--- src/rtl/ulbf_slave_seq_if.sv ---
// ============================================================================
// Module      : ulbf_slave_seq_if
// Description : BRAM Port-A bus plus read-back stream between the sequencer
//               and the beamformer slave / downstream sink.
// Revision    : 1.0 - initial release
// ============================================================================
`default_nettype none

interface ulbf_slave_seq_if;
    logic [19:0] BRAM_PORTA_addr;
    logic [31:0] BRAM_PORTA_din;
    logic [31:0] BRAM_PORTA_dout;
    logic        BRAM_PORTA_en;
    logic        BRAM_PORTA_we;
    logic [31:0] m_data;
    logic        m_valid;
    logic        m_ready;

    modport master (
        output BRAM_PORTA_addr, BRAM_PORTA_din, BRAM_PORTA_en, BRAM_PORTA_we,
        output m_data, m_valid,
        input  BRAM_PORTA_dout, m_ready
    );

    modport slave (
        input  BRAM_PORTA_addr, BRAM_PORTA_din, BRAM_PORTA_en, BRAM_PORTA_we,
        input  m_data, m_valid,
        output BRAM_PORTA_dout, m_ready
    );
endinterface

`default_nettype wire

--- src/rtl/ulbf_slave_seq.sv ---
// ============================================================================
// Module      : ulbf_slave_seq
// Description : BRAM Port-A initiator running the fixed beamformer-slave
//               bring-up sequence and streaming back a block of data words.
// Revision    : 1.0 - initial release
// ============================================================================
`default_nettype none

module ulbf_slave_seq #(
    parameter int          RD_LAT   = 2,
    parameter int          POLL_MAX = 1024,
    parameter logic [19:0] CSR_BASE = 20'h80000
) (
    input  wire logic        BRAM_PORTA_clk,
    input  wire logic        BRAM_PORTA_rst,
    input  wire logic        start,
    input  wire logic [11:0] niter_cfg,
    input  wire logic [15:0] rd_words,
    output logic             busy,
    output logic             done,
    output logic [1:0]       error,
    output logic [15:0]      rx_count,
    ulbf_slave_seq_if.master bus
);

    localparam int LAT_W = (RD_LAT < 1) ? 1 : $clog2(RD_LAT + 1);
    localparam int PC_W  = $clog2(POLL_MAX + 1);
    localparam logic [31:0] C_SLAVE_ID = 32'hBEEE0001;

    localparam logic [3:0] C_IDLE     = 4'd0;
    localparam logic [3:0] C_ID_RD    = 4'd1;
    localparam logic [3:0] C_RST_SET  = 4'd2;
    localparam logic [3:0] C_RST_CLR  = 4'd3;
    localparam logic [3:0] C_NITER_WR = 4'd4;
    localparam logic [3:0] C_POLL     = 4'd5;
    localparam logic [3:0] C_CNT_RD   = 4'd6;
    localparam logic [3:0] C_DATA_RD  = 4'd7;
    localparam logic [3:0] C_DATA_OUT = 4'd8;
    localparam logic [3:0] C_DONE     = 4'd9;

    logic [3:0]       r_state, w_nxt_state;
    logic [LAT_W-1:0] r_lat, w_nxt_lat;
    logic [PC_W-1:0]  r_poll, w_nxt_poll, w_poll_inc;
    logic [15:0]      r_idx, w_nxt_idx, w_idx_inc;
    logic [11:0]      r_niter;
    logic [15:0]      r_words;
    logic [19:0]      r_addr, w_bus_addr;
    logic [31:0]      r_din, w_bus_din;
    logic             r_en, r_we, w_is_rd, w_is_wr;
    logic [31:0]      r_mdata, w_nxt_mdata;
    logic             r_mvalid, w_nxt_mvalid;
    logic [1:0]       r_error, w_nxt_error;
    logic [15:0]      r_rxcnt, w_nxt_rxcnt;
    logic             r_busy, r_done, w_sample;

    // Read data is taken only when the latency counter reaches RD_LAT.
    always_comb begin
        w_nxt_state  = r_state;
        w_nxt_lat    = '0;
        w_nxt_poll   = r_poll;
        w_nxt_idx    = r_idx;
        w_nxt_mdata  = r_mdata;
        w_nxt_mvalid = r_mvalid;
        w_nxt_error  = r_error;
        w_nxt_rxcnt  = r_rxcnt;
        w_sample     = (r_lat == LAT_W'(RD_LAT));
        w_poll_inc   = r_poll + 1'b1;
        w_idx_inc    = r_idx + 16'd1;
        case (r_state)
            C_IDLE: begin
                if (start) begin
                    w_nxt_state = C_ID_RD;
                    w_nxt_error = 2'd0;
                end
            end
            C_ID_RD: begin
                if (!w_sample) begin
                    w_nxt_lat = r_lat + 1'b1;
                end else if (bus.BRAM_PORTA_dout != C_SLAVE_ID) begin
                    w_nxt_error = 2'd1;
                    w_nxt_state = C_DONE;
                end else begin
                    w_nxt_state = C_RST_SET;
                end
            end
            C_RST_SET:  w_nxt_state = C_RST_CLR;
            C_RST_CLR:  w_nxt_state = C_NITER_WR;
            C_NITER_WR: begin
                w_nxt_state = C_POLL;
                w_nxt_poll  = '0;
            end
            C_POLL: begin
                if (!w_sample) begin
                    w_nxt_lat = r_lat + 1'b1;
                end else if (bus.BRAM_PORTA_dout[0]) begin
                    w_nxt_state = C_CNT_RD;
                end else if (w_poll_inc == PC_W'(POLL_MAX)) begin
                    w_nxt_error = 2'd2;
                    w_nxt_state = C_DONE;
                end else begin
                    w_nxt_poll = w_poll_inc;
                end
            end
            C_CNT_RD: begin
                if (!w_sample) begin
                    w_nxt_lat = r_lat + 1'b1;
                end else begin
                    w_nxt_rxcnt = bus.BRAM_PORTA_dout[15:0];
                    w_nxt_idx   = 16'd0;
                    w_nxt_state = (r_words == 16'd0) ? C_DONE : C_DATA_RD;
                end
            end
            C_DATA_RD: begin
                if (!w_sample) begin
                    w_nxt_lat = r_lat + 1'b1;
                end else begin
                    w_nxt_mdata  = bus.BRAM_PORTA_dout;
                    w_nxt_mvalid = 1'b1;
                    w_nxt_state  = C_DATA_OUT;
                end
            end
            C_DATA_OUT: begin
                if (bus.m_ready) begin
                    w_nxt_mvalid = 1'b0;
                    w_nxt_idx    = w_idx_inc;
                    w_nxt_state  = (w_idx_inc == r_words) ? C_DONE : C_DATA_RD;
                end
            end
            C_DONE:  w_nxt_state = C_IDLE;
            default: w_nxt_state = C_IDLE;
        endcase
    end

    // Bus drive is registered from the next state, so en/addr line up with it.
    always_comb begin
        w_bus_addr = r_addr;
        w_bus_din  = r_din;
        w_is_rd    = 1'b0;
        w_is_wr    = 1'b0;
        case (w_nxt_state)
            C_ID_RD:    begin w_bus_addr = CSR_BASE;          w_is_rd = 1'b1; end
            C_RST_SET:  begin w_bus_addr = CSR_BASE + 20'h04; w_bus_din = 32'd1; w_is_wr = 1'b1; end
            C_RST_CLR:  begin w_bus_addr = CSR_BASE + 20'h04; w_bus_din = 32'd0; w_is_wr = 1'b1; end
            C_NITER_WR: begin
                w_bus_addr = CSR_BASE + 20'h0C;
                w_bus_din  = {20'd0, r_niter};
                w_is_wr    = 1'b1;
            end
            C_POLL:     begin w_bus_addr = CSR_BASE + 20'h20; w_is_rd = 1'b1; end
            C_CNT_RD:   begin w_bus_addr = CSR_BASE + 20'h24; w_is_rd = 1'b1; end
            C_DATA_RD:  begin w_bus_addr = {2'b00, w_nxt_idx, 2'b00}; w_is_rd = 1'b1; end
            default:    ;
        endcase
    end

    always_ff @(posedge BRAM_PORTA_clk or posedge BRAM_PORTA_rst) begin
        if (BRAM_PORTA_rst) begin
            r_state  <= C_IDLE;
            r_lat    <= '0;
            r_poll   <= '0;
            r_idx    <= '0;
            r_niter  <= '0;
            r_words  <= '0;
            r_addr   <= '0;
            r_din    <= '0;
            r_en     <= 1'b0;
            r_we     <= 1'b0;
            r_mdata  <= '0;
            r_mvalid <= 1'b0;
            r_error  <= '0;
            r_rxcnt  <= '0;
            r_busy   <= 1'b0;
            r_done   <= 1'b0;
        end else begin
            r_state  <= w_nxt_state;
            r_lat    <= w_nxt_lat;
            r_poll   <= w_nxt_poll;
            r_idx    <= w_nxt_idx;
            r_addr   <= w_bus_addr;
            r_din    <= w_bus_din;
            r_en     <= w_is_wr || (w_is_rd && (w_nxt_lat == '0));
            r_we     <= w_is_wr;
            r_mdata  <= w_nxt_mdata;
            r_mvalid <= w_nxt_mvalid;
            r_error  <= w_nxt_error;
            r_rxcnt  <= w_nxt_rxcnt;
            r_busy   <= (w_nxt_state != C_IDLE);
            r_done   <= (w_nxt_state == C_DONE);
            if (r_state == C_IDLE && start) begin
                r_niter <= niter_cfg;
                r_words <= rd_words;
            end
        end
    end

    assign bus.BRAM_PORTA_addr = r_addr;
    assign bus.BRAM_PORTA_din  = r_din;
    assign bus.BRAM_PORTA_en   = r_en;
    assign bus.BRAM_PORTA_we   = r_we;
    assign bus.m_data          = r_mdata;
    assign bus.m_valid         = r_mvalid;
    assign busy                = r_busy;
    assign done                = r_done;
    assign error               = r_error;
    assign rx_count            = r_rxcnt;

endmodule

`default_nettype wire

--- src/flat_wrapper.sv ---
// flat-port wrapper written by rule: the top's interface ports become plain ports
module ulbf_slave_seq_flat 
#(
    parameter int          RD_LAT   = 2,
    parameter int          POLL_MAX = 1024,
    parameter logic [19:0] CSR_BASE = 20'h80000
)
  (BRAM_PORTA_clk, BRAM_PORTA_rst, start, niter_cfg, rd_words, busy, done, error, rx_count, bus_BRAM_PORTA_addr, bus_BRAM_PORTA_din, bus_BRAM_PORTA_en, bus_BRAM_PORTA_we, bus_m_data, bus_m_valid, bus_BRAM_PORTA_dout, bus_m_ready);
  ulbf_slave_seq_if bus_i ();
  input  wire logic BRAM_PORTA_clk;
  input  wire logic BRAM_PORTA_rst;
  input  wire logic start;
  input  wire logic [11:0] niter_cfg;
  input  wire logic [15:0] rd_words;
  output logic busy;
  output logic done;
  output logic [1:0] error;
  output logic [15:0] rx_count;
  output wire logic [$bits(bus_i.BRAM_PORTA_addr)-1:0] bus_BRAM_PORTA_addr;
  output wire logic [$bits(bus_i.BRAM_PORTA_din)-1:0] bus_BRAM_PORTA_din;
  output wire logic [$bits(bus_i.BRAM_PORTA_en)-1:0] bus_BRAM_PORTA_en;
  output wire logic [$bits(bus_i.BRAM_PORTA_we)-1:0] bus_BRAM_PORTA_we;
  output wire logic [$bits(bus_i.m_data)-1:0] bus_m_data;
  output wire logic [$bits(bus_i.m_valid)-1:0] bus_m_valid;
  input wire logic [$bits(bus_i.BRAM_PORTA_dout)-1:0] bus_BRAM_PORTA_dout;
  input wire logic [$bits(bus_i.m_ready)-1:0] bus_m_ready;
  assign bus_BRAM_PORTA_addr = bus_i.BRAM_PORTA_addr;
  assign bus_BRAM_PORTA_din = bus_i.BRAM_PORTA_din;
  assign bus_BRAM_PORTA_en = bus_i.BRAM_PORTA_en;
  assign bus_BRAM_PORTA_we = bus_i.BRAM_PORTA_we;
  assign bus_m_data = bus_i.m_data;
  assign bus_m_valid = bus_i.m_valid;
  assign bus_i.BRAM_PORTA_dout = bus_BRAM_PORTA_dout;
  assign bus_i.m_ready = bus_m_ready;
  ulbf_slave_seq #(.RD_LAT(RD_LAT), .POLL_MAX(POLL_MAX), .CSR_BASE(CSR_BASE)) u_core (.BRAM_PORTA_clk(BRAM_PORTA_clk), .BRAM_PORTA_rst(BRAM_PORTA_rst), .start(start), .niter_cfg(niter_cfg), .rd_words(rd_words), .busy(busy), .done(done), .error(error), .rx_count(rx_count), .bus(bus_i));
endmodule
--- config.mk ---
export PLATFORM = sky130hd
export DESIGN_NAME = ulbf_slave_seq_flat
export DESIGN_NICKNAME = d
export VERILOG_FILES = /design/src/rtl/ulbf_slave_seq_if.sv /design/src/rtl/ulbf_slave_seq.sv /design/src/flat_wrapper.sv
export SDC_FILE = /design/constraint.sdc
export NUM_CORES = 1
export LEC_CHECK = 0
export CAP_MARGIN = 20
export CORE_UTILIZATION = 54
export DETAILED_ROUTE_END_ITERATION = 16
export MAX_ROUTING_LAYER = met4
export PLACE_DENSITY = 0.88
export SYNTH_ARGS = -nofsm -noshare
export SYNTH_HDL_FRONTEND = slang
export SYNTH_SLANG_ARGS = --single-unit
--- constraint.sdc ---
create_clock -name BRAM_PORTA_clk -period 10.6 [get_ports BRAM_PORTA_clk]
set_input_delay 3.18 -clock BRAM_PORTA_clk [delete_from_list [all_inputs] [get_ports BRAM_PORTA_clk]]
set_output_delay 3.18 -clock BRAM_PORTA_clk [all_outputs]
set_load 0.05 [all_outputs]
[Word-level counts from Yosys, hierarchy flattened]
Index checks and enable logic that the tools add are counted.
Word-level totals
  flip-flop bits (word level): 168
  input bits: 64
  output and inout port bits: 107
  word-level logic and storage cells: 104
Cells by class
  add/subtract/negate cells: 3
  eq/ne operators: 29
  mux-type cells: 35
  reduce and logical (&&, ||, !) cells: 21
Operator list (number)
  $pmux 20 s6: 1
  $pmux 32 s3: 1
  $mux 4: 11
  $pmux 4 s9: 1
  $mux 11: 3
  $eq 4x3->1 const B: 8
  $mux 16: 2
  $ne 32x32->1 const B: 1
  $pmux 16 s2: 1
  $pmux 11 s2: 1
  $add 16x1->16 const B: 1
  $eq 16x16->1: 1
  $eq 4x2->1 const B: 4
  $logic_not 16->1: 1
  $mux 2: 8
  $add 11x1->11 const B: 1
  $eq 11x11->1 const B: 1
  $ne 2x1->1 const B: 5
  $eq 4x1->1 const B: 2
  $eq 4x4->1 const B: 2
  $ne 2x2->1 const B: 4
  $reduce_or 4->1: 2
  $reduce_and 7->1: 1
  $pmux 2 s3: 1
  17 further kinds: 24

[Logic depth before layout (Yosys ltp)]
Gate-level depths: netlist (run 1).
  depth after elaboration: 11
  depth in mapped cells: 10
  depth with buffers taken out: 8

[Worst setup path after synthesis (run 1)]
Ideal clock, no wire load.
  kind: input -> register
  start point: input bus_m_ready
  end point: register u_core.r_addr[10] (netlist: u_core.bus.BRAM_PORTA_addr[10])
  setup time: 65 ps
  arrival: 5143 ps
  path slack: 5392 ps
  cell stages on the path: 7
  path through: nand3_1 > a2111o_1 > or4_4 > or4_4 > o211ai_4 > buf_8 > a22o_2
Between the ends
  longest elaborated chain between the ends: 5
  elaborated cells between the ends (all ways): 14
  those cells by class: eq/ne (7); mux (5); reduce/logical (2)
RTL lines
  start, declared: RTL line flat_wrapper.sv:26  | input wire logic [$bits(bus_i.m_ready)-1:0] bus_m_ready;
  $mux 4: RTL line ulbf_slave_seq.sv:123  | if (bus.m_ready) begin
  $pmux 4 s9: RTL line ulbf_slave_seq.sv:69  | case (r_state)
  $eq 4x2->1: RTL line ulbf_slave_seq.sv:140  | case (w_nxt_state)
  $reduce_or 2->1 (no line)
  $pmux 20 s6 or $reduce_bool 6->1 (tied branches)
  end signal, assigned: RTL line ulbf_slave_seq.sv:179  | r_addr <= w_bus_addr;
  end, declared: RTL line ulbf_slave_seq.sv:47  | logic [19:0] r_addr, w_bus_addr;
Several ways; a longest one is shown, not always the timed one. The select of a mux whose other input is x is not followed.
A chain may end at the register's enable or synchronous reset.

[Final worst setup path (run 1)]
  start point: input bus_BRAM_PORTA_dout[0]
  end point: register u_core.r_addr[2] (netlist: u_core.bus.BRAM_PORTA_addr[2])
Between the ends
  longest elaborated chain between the ends: 7
  elaborated cells between the ends (all ways): 16
  those cells by class: eq/ne (8); mux (6); reduce/logical (2)
RTL lines
  start, declared: RTL line flat_wrapper.sv:25  | input wire logic [$bits(bus_i.BRAM_PORTA_dout)-1:0] bus_BRAM_PORTA_dout;
  $ne 32x32->1: RTL line ulbf_slave_seq.sv:79  | end else if (bus.BRAM_PORTA_dout != C_SLAVE_ID) begin
  $mux 4: RTL line ulbf_slave_seq.sv:79
  $mux 4: RTL line ulbf_slave_seq.sv:77  | if (!w_sample) begin
  $pmux 4 s9 (*): RTL line ulbf_slave_seq.sv:69
  $eq 4x2->1: RTL line ulbf_slave_seq.sv:140
  $reduce_or 2->1 (no line)
  $pmux 20 s6 or $reduce_bool 6->1 (tied branches)
Mark *: on every way between the ends. The rest lies on a longest branch, timed or not. The select of a mux whose other input is x is not followed.

==> flow_metrics.env, run 1 <==
export IMPL_routed_via_count=5546
export IMPL_start_util=0.5513
export IMPL_final_antenna_net_count=0
export IMPL_drive_gt1_frac=0.1824
export IMPL_area_delta_synth_final_pct=29.83
export IMPL_hold_depth=1
export IMPL_io_pins=171
export IMPL_fin_cells=934
export IMPL_nets=817
export IMPL_hold_path_endpoint="u_core.r_lat[0]"
export IMPL_grt_max_degree=77
export IMPL_synth_cell_types=71
export IMPL_cts_setup_buffers=0
export IMPL_post_drt_wl_per_cell_um=19.07
export IMPL_globalplace_congestion=0.9074
export IMPL_max_freq_mhz=173.3
export IMPL_leakage_nw=3.867
export IMPL_clock_skew_ns=0.008719
export IMPL_layout_commonest_cell="clkdlybuf4s50_1"
export IMPL_cts_num_sinks=145
export IMPL_antenna_found_initial=0
export IMPL_overflow=0
export IMPL_postCtsHoldBufs=0
export IMPL_r2r_end="u_core.bus.BRAM_PORTA_addr[11]"
export IMPL_setup_viol=0
export IMPL_clk_pin_slew_ns=0.06
export IMPL_final_hold_violation_count=0
export IMPL_die_y_um=115.3
export IMPL_vias_per_cell=5.938
export IMPL_maxCapViolations=0
export IMPL_dieArea_um2=13290
export IMPL_hold_class="reg -> reg"
export IMPL_synth_top_flop_cell="dfrtp_1"
export IMPL_placedCellCount=901
export IMPL_rows=41
export IMPL_hpwlAfterDp_um=12690
export IMPL_crit_arrival_ns=6.13
export IMPL_min_delay_start="u_core.r_lat[0]"
export IMPL_drt_total_wl_um=17810
export IMPL_r2r_start="u_core.r_idx[3]"
export IMPL_clockBufferDepth=2
export IMPL_grt_pass1_vias=5692
export IMPL_synth_avg_cell_area_um2=11.36
export IMPL_core_area_um2=12570
export IMPL_track_usage=0.2985
export IMPL_dr_first_iter_drc_count=354
export IMPL_layout_common_cells="clkdlybuf4s50_1, dfrtp_1, mux2_2"
export IMPL_cp_required_ns=10.96
export IMPL_period_needed_ns=5.769
export IMPL_drv_slew=0
export IMPL_cts_tree="done"
export IMPL_antenna_cells=0
export IMPL_synth_edf_count=0
export IMPL_grt_pass1_wl_um=28810
export IMPL_cts_resized=0
export IMPL_cp_end_kind="register"
export IMPL_seq_area_frac_synth=0.5237
export IMPL_ys_warn_count=0
export IMPL_htree_levels=4
export IMPL_tns_ns=0
export IMPL_async_flop_share=1.000
export IMPL_reg2reg_depth=8
export IMPL_r2r_setup_slack_ns=6.93
export IMPL_first_pass_iters=5
export IMPL_worst_ir_drop_vdd_mv=0.1906
export IMPL_syn_inst=610
export IMPL_status="completed"
export IMPL_die_w_um=115.3
export IMPL_powerDensity_nw_per_um2=236.7
export IMPL_tightest_slew_ns=0.9358
export IMPL_syn_area_um2=6929
export IMPL_path_class="in -> reg"
export IMPL_port_buffer_count=147
export IMPL_relSlewSlack=0.3761
export IMPL_cts_root_buf="clkbuf_16"
export IMPL_drc=0
export IMPL_cts_buffers=17
export IMPL_critPathLaunchType="primary input"
export IMPL_critPathMaxFanout=18
export IMPL_ys_seq_elements=145
export IMPL_fin_crit_sh=0.5443
export IMPL_rsz0062_at_grt="no"
export IMPL_clock_latency_ns=0.43
sequential cells by signal (all words and copies together) (netlist names):
name / cells
u_core.busy: 1
u_core.r_words: 16
u_core.r_niter: 12
u_core.bus.BRAM_PORTA_addr: 17
u_core.bus.m_data: 32
u_core.done: 1
u_core.bus.m_valid: 1
u_core.bus.BRAM_PORTA_en: 1
u_core.rx_count: 16
u_core.r_lat: 2
u_core.r_state: 4
u_core.bus.BRAM_PORTA_we: 1
u_core.r_idx: 16
u_core.r_poll: 11
u_core.error: 2
u_core.bus.BRAM_PORTA_din: 12
cell type report:
class	instances	area, um^2
inverter	11	46.29
sequential	145	3628
tap	172	215.2
fill	860	3572
multi-input combinational	422	3025
clock buffer	20	446.7
timing repair buffer	154	1521
clock inverter	10	112.6
cells by family (layout without fill, tap and decap cells):
logic type                 count (synthesis)  count (layout)  synth area share
DFF                                      145             145            0.5237
xor gates and xnor gates                  25              25           0.03269
buffers and inverters                     65             195           0.05200
adders and majority gates                  2               2          0.003611
and+or+nand+nor                          169             169            0.1300
other                                      1              23         0.0005412
muxes                                     78              78            0.1266
AOI/OAI and AO/OA                        125             125            0.1309
worst max-delay path, cell delays in order:
cell             delay, ns
clkdlybuf4s50_1       0.62
nor4b_1               0.49
nand4_1               0.28
o31a_1                0.31
or3_1                 0.39
nand4b_1              0.29
o211ai_4              0.30
a221o_2               0.25
per-stage QoR:
step / power [W] / setup WS (ns) / hold slack (ns) / cell area, um^2 / utilization
4_1_cts: 0.002125 / 4.621 / 0.4831 / 8976 / 0.7142
6_report: 0.002129 / 4.831 / 0.4832 / 8996 / 0.7158
3_5_place_dp: 0.001548 / 4.197 / 0.4674 / 8417 / 0.6697
2_1_floorplan: 0.001320 / 3.525 / 0.4300 / 7012 / -
3_3_place_gp: 0.001517 / 4.354 / 0.4477 / 8417 / 0.6697
5_1_grt: 0.002219 / 4.685 / 0.5037 / 8996 / 0.7158
cells in the mapped netlist (10+ instances only):
master | number | area, um^2
xnor2_1 | 15 | 131.4
a22o_2 | 14 | 140.1
buf_4 | 25 | 187.7
nand3_1 | 16 | 80.08
nand2_1 | 43 | 161.4
mux2_2 | 77 | 867.1
o21ai_0 | 42 | 210.2
nor4_1 | 15 | 93.84
a21oi_1 | 10 | 50.05
clkbuf_1 | 21 | 78.83
inv_1 | 11 | 41.29
nor3_1 | 10 | 50.05
a22o_1 | 14 | 122.6
dfrtp_1 | 145 | 3628
nor2_1 | 25 | 93.84
where the power goes:
group	switching (W)	internal, W	total [W]	leakage, nW
Combinational	0.000457	0.000302	0.000759	1.70
Clock	0.000230	0.000349	0.000579	0.272
Sequential	0.000117	0.000675	0.000792	1.89
Total	0.000803	0.00133	0.00213	3.87
layer usage:
layer | vias up | global-route usage | routed length (um) | share of wire
met5 | - | - | 0 | 0
met4 | 0 | 0.1394 | 454 | 0.025
met3 | 42 | 0.08593 | 1484 | 0.083
met2 | 297 | 0.4498 | 8493 | 0.48
met1 | 2739 | 0.3724 | 7378 | 0.41
li1 | 2468 | - | - | -
worst max-delay path by stage:
stage	from	to
2_1_floorplan	BRAM_PORTA_rst	u_core.bus.BRAM_PORTA_addr[10]
3_3_place_gp	bus_BRAM_PORTA_dout[0]	u_core.bus.BRAM_PORTA_addr[3]
3_5_place_dp	bus_BRAM_PORTA_dout[0]	u_core.bus.BRAM_PORTA_addr[3]
4_1_cts	bus_BRAM_PORTA_dout[0]	u_core.bus.BRAM_PORTA_addr[3]
5_1_grt	bus_BRAM_PORTA_dout[0]	u_core.bus.BRAM_PORTA_addr[2]
6_report	bus_BRAM_PORTA_dout[0]	u_core.bus.BRAM_PORTA_addr[2]
No activity file was read; power rests on OpenSTA's default activity.
==> run 2, diff against run 1 <==
- CORE_UTILIZATION: 54 -> 50
- PLACE_DENSITY: 0.88 -> 0.83
- clock period: 10.6 -> 5.91 ns (I/O delays scaled with it)
==> run 2 against run 1 <==
- non-clock buffer count grew 1
- via count shrank 1.3%
- register-to-register slack lost 4.7 ns
- clock power grew 87%
- power grew 81%
- flip-flop and latch count is the same
- combinational power grew 81%
- global-route usage shrank 2.8 points
- sequential share of layout area shrank 0.32 points
- die area grew 7.9%
- clock skew grew 0.0038 ns
- final cell count grew 0.64%
==> flow_metrics.env, run 2 (same netlist as run 1, synthesis figures left out) <==
export IMPL_status="completed"
export IMPL_hold_depth=1
export IMPL_r2r_setup_slack_ns=2.24
export IMPL_p_seq_frac=0.367
export IMPL_drc=0
export IMPL_first_pass_iters=4
export IMPL_final_antenna_net_count=0
export IMPL_rows=42
export IMPL_grt_pass1_vias=5549
export IMPL_die_w_um=119.7
export IMPL_path_class="in -> reg"
export IMPL_r2r_start="u_core.r_idx[3]"
export IMPL_overflow=0
export IMPL_drt_total_wl_um=17830
export IMPL_cts_resized=0
export IMPL_clk_pin_slew_ns=0.06
export IMPL_dieArea_um2=14330
export IMPL_worst_ir_drop_vdd_mv=0.2022
export IMPL_nets=818
export IMPL_clockBufferDepth=2
export IMPL_routed_via_count=5476
export IMPL_vias_per_cell=5.826
export IMPL_tightest_slew_ns=0.8098
export IMPL_total_power_w=0.003861
export IMPL_relSlewSlack=0.4602
export IMPL_multiInputGateArea_um2=3025
export IMPL_clock_skew_ns=0.01257
export IMPL_layout_commonest_cell="clkdlybuf4s50_1"
export IMPL_postCtsHoldBufs=0
export IMPL_cp_end_kind="register"
export IMPL_post_drt_wl_per_cell_um=18.97
export IMPL_grt_max_degree=117
export IMPL_core_area_um2=13400
export IMPL_min_delay_start="u_core.r_lat[0]"
export IMPL_cts_setup_buffers=0
export IMPL_p_switching_w=0.001425
export IMPL_cts_num_sinks=145
export IMPL_cts_root_buf="clkbuf_16"
export IMPL_p_comb_frac=0.354
export IMPL_antenna_cells=0
export IMPL_hpwlAfterDp_um=12740
export IMPL_hold_path_endpoint="u_core.r_lat[0]"
export IMPL_antenna_found_initial=0
export IMPL_port_buffer_count=147
export IMPL_start_util=0.5171
export IMPL_cts_buffers=17
export IMPL_fin_cells=940
export IMPL_path_cells="clkdlybuf4s50_1 > nor4_1 > nand4_1 > o31a_1 > or3_1 > nand4b_1 > o211ai_4 > a22o_2"
export IMPL_tns_ns=0
export IMPL_r2r_end="u_core.bus.BRAM_PORTA_addr[6]"
export IMPL_critPathLaunchType="primary input"
export IMPL_track_usage=0.2703
export IMPL_regArea_um2=3628
export IMPL_pwr_share_clk=0.280
export IMPL_dr_first_iter_drc_count=319
export IMPL_die_y_um=119.7
export IMPL_max_freq_mhz=230.9
export IMPL_crit_slowest_cell="nor4_1"
export IMPL_drive_gt1_frac=0.1846
export IMPL_swShare=0.3690
export IMPL_htree_levels=4
export IMPL_area_delta_synth_final_pct=30.86
export IMPL_maxCapViolations=0
export IMPL_final_hold_violation_count=0
export IMPL_fillCellCount=974
export IMPL_period_needed_ns=4.331
export IMPL_clock_latency_ns=0.43
export IMPL_globalplace_congestion=0.8812
export IMPL_setup_viol=0
export IMPL_fin_util=0.6767
export IMPL_layout_common_cells="clkdlybuf4s50_1, dfrtp_1, mux2_2"
export IMPL_cts_tree="done"
export IMPL_internal_power_w=0.002436
export IMPL_powerDensity_nw_per_um2=425.8
export IMPL_drv_slew=0
export IMPL_grt_pass1_wl_um=28700
export IMPL_critPathMaxFanout=18
export IMPL_fin_crit_sh=0.7329
export IMPL_leakage_nw=3.900
export IMPL_rsz0062_at_grt="no"
export IMPL_critPathMaxStageDelay_ns=0.54
export IMPL_largest_reg_flops=32
export IMPL_hold_class="reg -> reg"
export IMPL_reg2reg_depth=7
export IMPL_placedCellCount=906
export IMPL_io_pins=171
export IMPL_cp_required_ns=6.27
export IMPL_crit_arrival_ns=4.69
==> run 2: final cells by class <==
class                           instances  share of cell area
Clock inverter                         10             0.01490
Timing Repair Buffer                  155              0.1711
Multi-Input combinational cell        422              0.3337
Sequential cell                       145              0.4002
Tap cell                              176             0.02429
Inverter                               11            0.005106
Clock buffer                           21             0.05078
==> run 2: metrics by stage <==
step / cell area, um^2 / setup slack [ns] / hold WS (ns)
finish: 9067 / 1.579 / 0.4760
global route: 9067 / 1.451 / 0.5071
CTS: 9025 / 1.498 / 0.4773
detailed placement: 8429 / 1.073 / 0.4659
global placement: 8429 / 1.207 / 0.4478
floorplan: 7012 / 0.2424 / 0.4300
==> run 2: power by group through the flow <==
stage          Clock, W  Combinational [W]  Sequential [W]
6_report        0.00108            0.00137         0.00141
5_1_grt         0.00113            0.00145         0.00144
4_1_cts         0.00109            0.00136         0.00141
3_5_place_dp          0            0.00136         0.00143
3_3_place_gp          0            0.00132         0.00141
2_1_floorplan         0           0.000687         0.00168
==> run 2: how the worst max path moves through the flow <==
| stage | from | endpoint | slack (ns) | depth (start not counted) |
|---|---|---|---|---|
| 2_1_floorplan | BRAM_PORTA_rst | u_core.bus.BRAM_PORTA_addr[10] | 0.24 | 1 |
| 3_3_place_gp | bus_m_ready | u_core.bus.BRAM_PORTA_addr[3] | 1.21 | 7 |
| 3_5_place_dp | bus_BRAM_PORTA_dout[5] | u_core.bus.BRAM_PORTA_addr[3] | 1.07 | 8 |
| 4_1_cts | bus_BRAM_PORTA_dout[5] | u_core.bus.BRAM_PORTA_addr[3] | 1.50 | 8 |
| 5_1_grt | bus_BRAM_PORTA_dout[5] | u_core.bus.BRAM_PORTA_addr[4] | 1.45 | 8 |
| 6_report | bus_BRAM_PORTA_dout[7] | u_core.bus.BRAM_PORTA_addr[6] | 1.58 | 8 |
==> run 2: per-layer routing <==
| metal | vias to the layer above | wire (um) | track usage |
|---|---|---|---|
| li1 | 2479 | - | - |
| met1 | 2700 | 7198 | 0.3236 |
| met2 | 263 | 8754 | 0.4263 |
| met3 | 34 | 1490 | 0.08270 |
| met4 | 0 | 389 | 0.1109 |
| met5 | - | 0 | - |
==> run 2: critical path, delay by kind of cell <==
family,cells,cell delay [ns]
AOI/OAI and AO/OA,3,0.91
and+or+nand+nor,4,1.54
buffers and inverters,1,0.46
==> run 3, diff against run 2 <==
- clock period: 5.91 -> 4 ns (I/O delays scaled with it)
==> run 3 against run 2 <==
- register-to-register slack got worse by 1.5 ns
- via count up 0.49%
- sequential share of layout area down 0.44 points
- utilization grew 0.76 points
- flip-flop and latch count stayed put
- clock skew fell by 0.0027 ns
- die area stayed put
- combinational power rose by 52%
- clock-buffer cell count shrank 2
- critical path depth is 1 higher
- final cell count up 1.3%
- largest power group unchanged
==> flow_metrics.env, run 3 (same netlist as run 1, synthesis figures left out) <==
export IMPL_status="completed"
export IMPL_grt_pass1_vias=5697
export IMPL_clock_skew_ns=0.009887
export IMPL_layout_common_cells="clkdlybuf4s50_1, dfrtp_1, mux2_2"
export IMPL_cts_setup_buffers=0
export IMPL_drt_total_wl_um=17820
export IMPL_die_y_um=119.7
export IMPL_powerDensity_nw_per_um2=626.8
export IMPL_p_comb_frac=0.362
export IMPL_placed_area_um2=8586
export IMPL_antenna_cells=0
export IMPL_core_area_um2=13400
export IMPL_pwr_share_clk=0.274
export IMPL_min_delay_start="u_core.r_lat[0]"
export IMPL_tns_ns=0
export IMPL_period_needed_ns=3.467
export IMPL_overflow=0
export IMPL_clock_latency_ns=0.43
export IMPL_routed_via_count=5503
export IMPL_crit_end="u_core.bus.BRAM_PORTA_addr[2]"
export IMPL_tightest_slew_ns=0.8205
export IMPL_drv_slew=0
export IMPL_max_freq_mhz=288.5
export IMPL_dieArea_um2=14330
export IMPL_globalplace_congestion=0.9247
export IMPL_start_util=0.5171
export IMPL_cts_buffers=17
export IMPL_antenna_found_initial=0
export IMPL_total_power_w=0.005747
export IMPL_fillCellCount=955
export IMPL_critPathMaxFanout=18
export IMPL_first_pass_iters=6
export IMPL_cts_tree="done"
export IMPL_fin_cells=952
export IMPL_layout_commonest_cell="clkdlybuf4s50_1"
export IMPL_rsz0062_at_grt="no"
export IMPL_r2r_start="u_core.r_idx[0]"
export IMPL_port_buffer_count=147
export IMPL_final_antenna_net_count=0
export IMPL_path_cells="clkdlybuf4s50_1 > nor4b_1 > nand4_1 > or2_2 > a31oi_1 > o21a_1 > o211ai_4 > buf_12 > a221o_2"
export IMPL_p_switching_w=0.002110
export IMPL_grt_pass1_wl_um=29070
export IMPL_htree_levels=4
export IMPL_cts_root_buf="clkbuf_16"
export IMPL_worst_ir_drop_vdd_mv=0.3440
export IMPL_critPathLaunchType="primary input"
export IMPL_post_drt_wl_per_cell_um=18.72
export IMPL_path_class="in -> reg"
export IMPL_die_w_um=119.7
export IMPL_reg2reg_depth=8
export IMPL_crit_slowest_cell="nor4b_1"
export IMPL_r2r_setup_slack_ns=0.70
export IMPL_rows=42
export IMPL_grt_max_degree=46
export IMPL_maxCapViolations=0
export IMPL_swShare=0.3672
export IMPL_cp_end_kind="register"
export IMPL_clk_pin_slew_ns=0.06
export IMPL_drc=0
export IMPL_final_cell_area_um2=9169
export IMPL_hold_class="reg -> reg"
export IMPL_drive_gt1_frac=0.1985
export IMPL_track_usage=0.2739
export IMPL_hpwlAfterDp_um=12900
export IMPL_io_pins=171
export IMPL_setup_viol=0
export IMPL_vias_per_cell=5.780
export IMPL_cts_num_sinks=145
export IMPL_cp_required_ns=4.30
export IMPL_placedCellCount=922
export IMPL_r2r_end="u_core.bus.BRAM_PORTA_addr[5]"
export IMPL_cts_resized=0
export IMPL_postCtsHoldBufs=0
export IMPL_critPathMaxStageDelay_ns=0.48
export IMPL_area_delta_synth_final_pct=32.32
export IMPL_fin_crit_sh=0.8666
export IMPL_relSlewSlack=0.4530
export IMPL_critPathLaunch="bus_BRAM_PORTA_dout[12]"
export IMPL_internal_power_w=0.003637
export IMPL_dr_first_iter_drc_count=393
export IMPL_clockBufferDepth=2
export IMPL_crit_arrival_ns=3.77
export IMPL_final_hold_violation_count=0
export IMPL_largest_reg_flops=32
export IMPL_nets=831
export IMPL_p_seq_frac=0.364
export IMPL_leakage_nw=3.959
==> run 3: changes by cell type in the layout (fill, tap and decap cells not counted) <==
cell and delta:
buf_16 -1, inv_6 -1, clkinv_2 +1, clkinvlp_4 +1
clkbuf_8 -1, buf_12 +3, clkbuf_1 -1, buf_4 +11
==> run 3: final cells by class <==
type                       instances  area [um^2]  share of cell area
sequential                       145         3628              0.3957
multi-input combinational        422         3025              0.3300
timing repair buffer             168         1667              0.1818
clock buffer                      19        442.9             0.04831
tap                              176        220.2             0.02402
clock inverter                    11        140.1             0.01528
inverter                          11        45.04            0.004913
==> run 3: power by group through the flow <==
| stage | Sequential [W] | Combinational (W) | Clock [W] |
|---|---|---|---|
| global placement | 0.00209 | 0.00203 | 0 |
| finish | 0.00209 | 0.00208 | 0.00157 |
| detailed placement | 0.00211 | 0.00208 | 0 |
| CTS | 0.00209 | 0.00209 | 0.00159 |
| floorplan | 0.00248 | 0.00101 | 0 |
| global route | 0.00213 | 0.00220 | 0.00165 |
==> run 3: per-stage QoR <==
| stage | setup WS (ns) | hold slack (ns) | utilization |
|---|---|---|---|
| after floorplan | 0.7721 | 0.4300 | - |
| after global placement | 0.2208 | 0.4481 | 0.6407 |
| after detailed placement | 0.1028 | 0.4613 | 0.6407 |
| after CTS | 0.5514 | 0.4710 | 0.6842 |
| after global routing | 0.4617 | 0.5095 | 0.6842 |
| final | 0.5335 | 0.4761 | 0.6842 |
==> run 3: how the worst min path moves through the flow <==
stage	endpoint	slack, ns	cells after the start
2_1_floorplan	u_core.r_lat[0]	0.43	1
3_3_place_gp	u_core.r_lat[0]	0.45	1
3_5_place_dp	u_core.r_lat[0]	0.46	1
4_1_cts	u_core.r_lat[0]	0.47	1
5_1_grt	u_core.bus.BRAM_PORTA_din[8]	0.51	1
6_report	u_core.r_lat[0]	0.48	1
==> run 3: per-layer routing <==
metal | GRT usage | wire length (um) | part of all wire
met5 | - | 0 | 0
met2 | 0.4209 | 8438 | 0.47
met4 | 0.1109 | 480 | 0.027
met3 | 0.08555 | 1439 | 0.081
met1 | 0.3372 | 7461 | 0.42
==> run 3: critical path, delay by kind of cell <==
kind                   cells  cell delay [ns]
AND/OR/NAND/NOR            3             1.05
AO/OA/AOI/OAI              4             0.89
buffers and inverters      2             0.62
